`src/rtl/sweep_stim_gen.sv`:
```
// sweep_stim_gen
//
// Stimulus source that sits directly upstream of the DUT input. It steps a
// signed fixed-point code from START towards STOP in increments of STEP,
// presenting one sample per accepted valid/ready handshake. Every sample
// also carries a copy of the code clamped to [CLIP_MIN, CLIP_MAX] and a
// zero-based sample index, so the downstream checker can form its expected
// value.
//
// Ports:
//   emu_clk    in   emulator clock, rising edge only
//   emu_rst_n  in   synchronous active-low reset
//   start      in   sweep request; sampled in IDLE and DONE only
//   out_ready  in   downstream accepts the current sample
//   out_valid  out  sample outputs are valid
//   in_code    out  signed swept code (WIDTH)
//   clip_code  out  in_code clamped to [CLIP_MIN, CLIP_MAX] (WIDTH)
//   idx        out  zero-based sample index, wraps modulo 2^CNT_W
//   busy       out  high while sweeping
//   done       out  sticky sweep-complete flag
//
// State  | meaning
// -------+------------------------------------------------------------
// IDLE   | after reset; waiting for start
// RUN    | presenting samples; advances on each handshake
// DONE   | sweep finished (or empty); done held until start or reset

module sweep_stim_gen #(
  parameter int WIDTH    = 16,
  parameter int START    = -15442,
  parameter int STOP     = 15442,
  parameter int STEP     = 205,
  parameter int CLIP_MIN = -12868,
  parameter int CLIP_MAX = 12868,
  parameter int CNT_W    = 10
) (
  input  logic                    emu_clk,
  input  logic                    emu_rst_n,
  input  logic                    start,
  input  logic                    out_ready,
  output logic                    out_valid,
  output logic signed [WIDTH-1:0] in_code,
  output logic signed [WIDTH-1:0] clip_code,
  output logic [CNT_W-1:0]        idx,
  output logic                    busy,
  output logic                    done
);

  localparam logic [1:0] S_IDLE = 2'd0;
  localparam logic [1:0] S_RUN  = 2'd1;
  localparam logic [1:0] S_DONE = 2'd2;

  // All comparisons are done one bit wider than the code so that the
  // stepped value can be tested for overflow before it is truncated.
  localparam logic signed [WIDTH:0] C_START_X = (WIDTH+1)'(START);
  localparam logic signed [WIDTH:0] C_STOP_X  = (WIDTH+1)'(STOP);
  localparam logic signed [WIDTH:0] C_STEP_X  = (WIDTH+1)'(STEP);
  localparam logic signed [WIDTH:0] C_CMIN_X  = (WIDTH+1)'(CLIP_MIN);
  localparam logic signed [WIDTH:0] C_CMAX_X  = (WIDTH+1)'(CLIP_MAX);
  localparam logic signed [WIDTH:0] C_MAX_X   = {2'b00, {(WIDTH-1){1'b1}}};
  localparam bit                    C_EMPTY   = (START > STOP);

  function automatic logic signed [WIDTH-1:0] f_clamp(input logic signed [WIDTH:0] x);
    logic signed [WIDTH:0] y;
    if (x < C_CMIN_X)
      y = C_CMIN_X;
    else if (x > C_CMAX_X)
      y = C_CMAX_X;
    else
      y = x;
    return y[WIDTH-1:0];
  endfunction

  logic [1:0]              r_state;
  logic                    r_valid;
  logic signed [WIDTH-1:0] r_in_code;
  logic signed [WIDTH-1:0] r_clip_code;
  logic [CNT_W-1:0]        r_idx;
  logic                    r_busy;
  logic                    r_done;

  logic signed [WIDTH:0]   w_nxt;
  logic                    w_last;
  logic signed [WIDTH-1:0] w_nxt_clip;
  logic signed [WIDTH-1:0] w_start_clip;

  assign w_nxt        = $signed({r_in_code[WIDTH-1], r_in_code}) + C_STEP_X;
  // The sweep ends when the next code would pass STOP or no longer fit.
  assign w_last       = (w_nxt > C_STOP_X) || (w_nxt > C_MAX_X);
  assign w_nxt_clip   = f_clamp(w_nxt);
  assign w_start_clip = f_clamp(C_START_X);

  always_ff @(posedge emu_clk) begin
    if (!emu_rst_n) begin
      r_state     <= S_IDLE;
      r_valid     <= 1'b0;
      r_in_code   <= '0;
      r_clip_code <= '0;
      r_idx       <= '0;
      r_busy      <= 1'b0;
      r_done      <= 1'b0;
    end else begin
      case (r_state)
        S_IDLE, S_DONE: begin
          if (start) begin
            if (C_EMPTY) begin
              // Empty range: report completion without producing a sample.
              r_state <= S_DONE;
              r_done  <= 1'b1;
            end else begin
              r_state     <= S_RUN;
              r_valid     <= 1'b1;
              r_busy      <= 1'b1;
              r_done      <= 1'b0;
              r_in_code   <= C_START_X[WIDTH-1:0];
              r_clip_code <= w_start_clip;
              r_idx       <= '0;
            end
          end
        end
        S_RUN: begin
          if (out_ready) begin
            if (w_last) begin
              // Last sample accepted; data outputs keep the final sample.
              r_state <= S_DONE;
              r_valid <= 1'b0;
              r_busy  <= 1'b0;
              r_done  <= 1'b1;
            end else begin
              r_in_code   <= w_nxt[WIDTH-1:0];
              r_clip_code <= w_nxt_clip;
              r_idx       <= r_idx + CNT_W'(1);
            end
          end
        end
        default: begin
          r_state <= S_IDLE;
          r_valid <= 1'b0;
          r_busy  <= 1'b0;
        end
      endcase
    end
  end

  assign out_valid = r_valid;
  assign in_code   = r_in_code;
  assign clip_code = r_clip_code;
  assign idx       = r_idx;
  assign busy      = r_busy;
  assign done      = r_done;

endmodule

```
`config.mk`:
```
export PLATFORM = sky130hd
export DESIGN_NAME = sweep_stim_gen
export DESIGN_NICKNAME = d
export VERILOG_FILES = /design/src/rtl/sweep_stim_gen.sv
export SDC_FILE = /design/constraint.sdc
export NUM_CORES = 1
export LEC_CHECK = 0
export CORE_MARGIN = 3
export CORE_UTILIZATION = 39
export DETAILED_ROUTE_END_ITERATION = 10
export SYNTH_ARGS = -nofsm -noshare
export SYNTH_HDL_FRONTEND = slang
export SYNTH_SLANG_ARGS = --single-unit
```
`constraint.sdc`:
```
create_clock -name emu_clk -period 4.4 [get_ports emu_clk]
set_clock_uncertainty 0.15 [all_clocks]
set_input_delay 1.1 -clock emu_clk [delete_from_list [all_inputs] [get_ports emu_clk]]
set_output_delay 1.1 -clock emu_clk [all_outputs]
set_load 0.005 [all_outputs]
```
==> results of run 1 <==
[placed cells by master (no fill, tap or decap), drive strengths merged, types with 8 or more instances in the layout]
cell,count
o21a,8
or3,9
inv,9
o21ai,26
buf,17
clkdlybuf4s50,48
nand3,21
nand2,31
nor3,10
dfxtp,46
a21oi,37
nor2,23
[worst max path at each step]
stage,startpoint,to,slack [ps],cells after the start
after global routing,in_code[1]$_SDFFE_PN0P_,idx[5]$_SDFFE_PN0P_,260,11
final,in_code[1]$_SDFFE_PN0P_,idx[7]$_SDFFE_PN0P_,580,11
after detailed placement,in_code[1]$_SDFFE_PN0P_,clip_code[2]$_SDFFE_PN0P_,380,10
after global placement,in_code[1]$_SDFFE_PN0P_,clip_code[2]$_SDFFE_PN0P_,540,9
after floorplan,in_code[0]$_SDFFE_PN0P_,in_code[8]$_SDFFE_PN0P_,1300,12
after CTS,in_code[1]$_SDFFE_PN0P_,clip_code[2]$_SDFFE_PN0P_,340,10
[repair_timing]
item,4_1_cts,5_1_grt
endpoints found under the setup margin,0,3
setup buffers,0,0
resized for setup,0,1
[where the power goes]
part,internal (W),switching [W]
sequential,0.000443,0.0000309
combinational,0.000129,0.000165
clock,0.000110,0.000136
total,0.000681,0.000331
[layer usage]
layer / wire length (µm) / GRT usage [%] / vias up
met5: 0 / 0 / -
met4: 125 / 5.32 / 0
met3: 442 / 3.28 / 12
met2: 3860 / 31.3 / 112
met1: 4130 / 29.2 / 1365
li1: - / - / 1429
[area by class of cell]
class,instances,area [µm²],area share (%)
clock buffer,7,76.3,2.16
inverter,9,33.8,0.956
multi-input combinational,275,1770,50.2
sequential,46,921,26.1
tap,96,120,3.40
timing repair buffer,65,608,17.2
[stage by stage]
stage	cell area, µm²	hold slack [ps]	util (%)
detailed placement	3450	298	49.7
finish	3530	308	50.9
CTS	3530	313	50.8
global route	3530	326	50.9
floorplan	2870	298	-
global placement	3450	293	49.7
[sequential cells by signal (all words and copies together), names as in the netlist]
register / cells
idx: 10
done: 1
busy: 1
clip_code: 16
r_state: 2
in_code: 16
[kinds of logic (layout without fill, tap and decap cells)]
family                     count (synthesis)  in the layout  share of synthesized area [%]
DFF                                       46             46                           32.1
buffers and inverters                     37             81                           6.07
xor gates and xnor gates                   8              8                           2.45
AOI/OAI and AO/OA                        134            134                           33.3
muxes                                      2              2                          0.699
adders and majority gates                  4              4                           1.75
and+or+nand+nor                          127            127                           23.6
[worst max-delay path, cell delays in order, from the launching register on]
cell	delay, ps
dfxtp_1	590
ha_1	390
buf_4	220
o311ai_4	140
a211oi_1	380
a21boi_1	140
or3_4	390
a211o_1	370
a21oi_4	410
buf_4	310
or4_1	150
a21oi_1	60
==> flow_metrics.py, run 1 <==
metrics = {
    "cts": {
        "h-tree-depth": 2,
        "clkTransAtPathRegs_ps": 80,
        "clock_latency_ps": 300,
        "clock_path_buffers": 2,
        "cts_hold_buf": 0,
        "cts_tree": "yes",
        "cts-buffers-inserted": 5,
        "clock-sinks": 46,
        "cts_root_buf": "clkbuf_8",
    },
    "layout": {
        "fillers": 683,
        "drive_above_1_share_pct": 9.45,
        "nets": 410,
        "fin_cells": 498,
        "n_antenna_cell": 0,
        "area_growth_pct": 23.3,
    },
    "timing": {
        "fmax_mhz": 261,
        "fin_crit_ps": 3820,
        "fin_crit_sh_pct": 86.9,
        "worstMarginPinSlew_ps": 782,
        "setup_viol": 0,
        "tns_ps": 0,
        "hold_viol": 0,
        "slew_headroom_pct": 47.4,
        "slew_viol_final": 0,
        "setup_ws_ps": 575,
        "rsz0062_at_grt": "no",
    },
    "synthesis": {
        "synthCells": 358,
        "seq_area_frac_synth_pct": 32.1,
        "syn_area_per_cell_um2": 8.00,
        "yosysTopAreaCellShare_pct": 32.1,
        "synth_common_cells": "dfxtp_1, a21oi_1, nand2_1, o21ai_0, nor2_1",
        "syn_area_mm2": 0.00287,
        "synthTopCellsByArea": "dfxtp_1, a21oi_1, o21ai_0",
        "yosys.cell_types.count": 71,
        "async_flop_share_pct": 0,
        "synth_edf_count": 0,
        "synth_top_area_cell": "dfxtp_1",
        "syn-num-nets": 366,
        "synth_warnings": 0,
        "synth_most_common_cell": "dfxtp_1",
        "ys.flop_type": "dfxtp_1",
        "synth_seq_cells": 46,
    },
    "global_route": {
        "antenna_found_initial": 0,
        "grt_max_degree": 23,
        "grt_pass1_vias": 2692,
        "grt_pass1_wl_mm": 13.8,
        "overflow": 0,
        "grt_usage_pct": 20.2,
    },
    "route": {
        "dr.pass1.iters": 5,
        "route.detailed.drc": 0,
        "wire_per_inst_um": 17.2,
        "num_vias": 2918,
        "drt_iter0_markers": 220,
        "ant_nets": 0,
        "vias_per_cell": 5.86,
        "wirelength_mm": 8.56,
    },
    "setup_path": {
        "cp.arrival_ps": 3850,
        "cp-end-kind": "flop",
        "critPathRequiredTime_ps": 4420,
        "reg2reg_slack_ps": 580,
        "path_class": "reg2reg",
        "start_kind": "flop",
        "rr_endpoint": "idx[7]$_SDFFE_PN0P_",
        "reg2regPathDepth": 11,
        "crit_path_max_fanout": 20,
        "r2r_start": "in_code[1]$_SDFFE_PN0P_",
    },
    "floorplanning": {
        "die_h_um": 91.7,
        "dieArea_mm2": 0.00841,
        "row_count": 30,
        "die_x_um": 91.7,
        "pin_count": 49,
        "start_util_pct": 41.3,
        "core-area_mm2": 0.00694,
    },
    "placed_design": {
        "hpwl_mm": 6.09,
        "placed_cells": 491,
        "io_buffers": 48,
        "routabilityCongestion": 0.929,
        "pre_cts_ws_ps": 383,
    },
    "min_path": {
        "hold_end": "clip_code[6]$_SDFFE_PN0P_",
        "hold_start": "clip_code[6]$_SDFFE_PN0P_",
        "hold_path_class": "reg2reg",
        "hold_depth": 2,
    },
    "power_and_ir_drop": {
        "irDropWorstVdd_mv": 0.172,
        "power_density_mw_per_mm2": 287,
        "p_leak_nw": 1.19,
        "p_total_w": 0.00101,
    },
    "status": {
        "status": "finished, final reports clean",
    },
    "run": {
        "cap_violations": 0,
    },
}
No activity file was read; power rests on OpenSTA's default activity.
==> run 2, diff against run 1 <==
==> constraint.sdc (replaced) <==
create_clock -name emu_clk -period 3.45 [get_ports emu_clk]
set_clock_uncertainty 0.15 [all_clocks]
set_input_delay 0.8625 -clock emu_clk [delete_from_list [all_inputs] [get_ports emu_clk]]
set_output_delay 0.8625 -clock emu_clk [all_outputs]
set_load 0.005 [all_outputs]
==> run 2 against run 1 <==
  * Fmax up 18%
  * Routed wire length grew 4.0%
  * Cell count up 2.2%
  * Critical endpoint is now idx[1]$_SDFFE_PN0P_
  * Largest power group unchanged
==> flow_metrics.py, run 2 (synthesis results as in run 1) <==
metrics = {
    "status": {
        "status": "finished, final reports clean",
    },
    "cts": {
        "cts-buffers-inserted": 5,
        "cts_tree": "yes",
        "h-tree-depth": 2,
        "cts_hold_buf": 0,
        "clock_path_buffers": 2,
        "clock_latency_ps": 300,
        "clock-sinks": 46,
        "clkTransAtPathRegs_ps": 90,
        "cts_root_buf": "clkbuf_8",
    },
    "layout": {
        "layout_commonest_cell": "clkdlybuf4s50_1",
        "fin_cells": 509,
        "area_growth_pct": 27.3,
        "n_antenna_cell": 0,
        "nets": 420,
        "drive_above_1_share_pct": 13.1,
        "fillers": 684,
        "mostFrequentLayoutCells": "clkdlybuf4s50_1, dfxtp_1, a21oi_1",
    },
    "route": {
        "num_vias": 2988,
        "dr.pass1.iters": 5,
        "route.detailed.drc": 0,
        "vias_per_cell": 5.87,
        "wire_per_inst_um": 17.5,
        "ant_nets": 0,
        "wirelength_mm": 8.90,
        "drt_iter0_markers": 211,
    },
    "floorplanning": {
        "start_util_pct": 41.3,
        "core-area_mm2": 0.00694,
        "die_h_um": 91.7,
        "die_x_um": 91.7,
        "pin_count": 49,
        "row_count": 30,
        "dieArea_mm2": 0.00841,
    },
    "setup_path": {
        "path_class": "reg2reg",
        "cp-end-kind": "flop",
        "start_kind": "flop",
        "startpoint": "in_code[3]$_SDFFE_PN0P_",
        "reg2regPathDepth": 10,
        "cp.arrival_ps": 3320,
        "crit_path_max_fanout": 18,
        "reg2reg_slack_ps": 210,
        "critPathRequiredTime_ps": 3530,
        "rr_endpoint": "idx[1]$_SDFFE_PN0P_",
        "r2r_start": "in_code[3]$_SDFFE_PN0P_",
    },
    "min_path": {
        "hold_end": "clip_code[12]$_SDFFE_PN0P_",
        "hold_start": "clip_code[12]$_SDFFE_PN0P_",
        "hold_path_class": "reg2reg",
        "hold_depth": 2,
    },
    "placed_design": {
        "io_buffers": 48,
        "routabilityCongestion": 0.929,
        "placed_cells": 501,
        "hpwl_mm": 6.47,
    },
    "timing": {
        "setup_viol": 0,
        "worstMarginPinSlew_ps": 737,
        "slew_headroom_pct": 50.8,
        "slew_viol_final": 0,
        "fin_crit_sh_pct": 93.9,
        "rsz0062_at_grt": "no",
        "tns_ps": 0,
        "hold_viol": 0,
        "fmax_mhz": 309,
        "fin_crit_ps": 3240,
    },
    "power_and_ir_drop": {
        "power_density_mw_per_mm2": 386,
        "irDropWorstVdd_mv": 0.222,
        "p_leak_nw": 1.26,
    },
    "global_route": {
        "grt_pass1_wl_mm": 14.5,
        "antenna_found_initial": 0,
        "overflow": 0,
        "grt_usage_pct": 21.3,
        "grt_pass1_vias": 2804,
        "grt_max_degree": 22,
    },
    "run": {
        "cap_violations": 0,
    },
}
## run 2: worst max-delay path by stage
stage	end	slack, ps
after global placement	in_code[5]$_SDFFE_PN0P_	200
after global routing	idx[1]$_SDFFE_PN0P_	9
after CTS	idx[9]$_SDFFE_PN0P_	190
after detailed placement	idx[9]$_SDFFE_PN0P_	210
final	idx[1]$_SDFFE_PN0P_	210
after floorplan	in_code[8]$_SDFFE_PN0P_	350
## run 2: critical path: stages (launching register included)
cell	delay, ps
dfxtp_1	650
a211o_1	310
a21boi_1	210
o211a_1	320
or3_4	440
a211o_1	360
a21oi_4	140
buf_4	220
buf_4	180
nand2_1	60
a21oi_1	120
## run 2: routing by layer
metal	up-vias	global-route usage, %	share of wire [%]
met4	0	5.94	1.1
met1	1431	30.8	49
met2	106	33.2	44
met5	-	0	0
li1	1442	-	-
met3	9	2.95	5.4
## run 2: layout make-up
class,count,area (µm²),share of cell area [%]
Clock buffer,5,68.8,1.89
Clock inverter,3,40.0,1.10
Inverter,9,33.8,0.926
Multi-Input combinational cell,275,1780,48.8
Sequential cell,46,922,25.3
Tap cell,96,120,3.29
Timing Repair Buffer,75,683,18.7
## run 2: report_power, final
part           switching (W)  internal [W]  total [W]
logic               0.000223      0.000182   0.000404
registers          0.0000374      0.000565   0.000603
clock network       0.000188      0.000213   0.000402
total               0.000448      0.000960    0.00141
## run 2: repair_timing
action	CTS	global route
buffers inserted	0	0
gates resized for setup	0	4
endpoints found under the hold margin	0	0
endpoints found under the setup margin	0	7
## run 2: through the flow
stage	instance area, µm²	worst slack [ps]	hold slack [ps]	total power (W)	utilization, %
global route	3650	8.53	336	0.00149	52.5
CTS	3640	186	313	0.00142	52.4
detailed placement	3530	212	296	0.00101	50.8
global placement	3530	197	291	0.00101	50.8
floorplan	2870	350	298	0.000840	-
finish	3650	210	310	0.00141	52.5
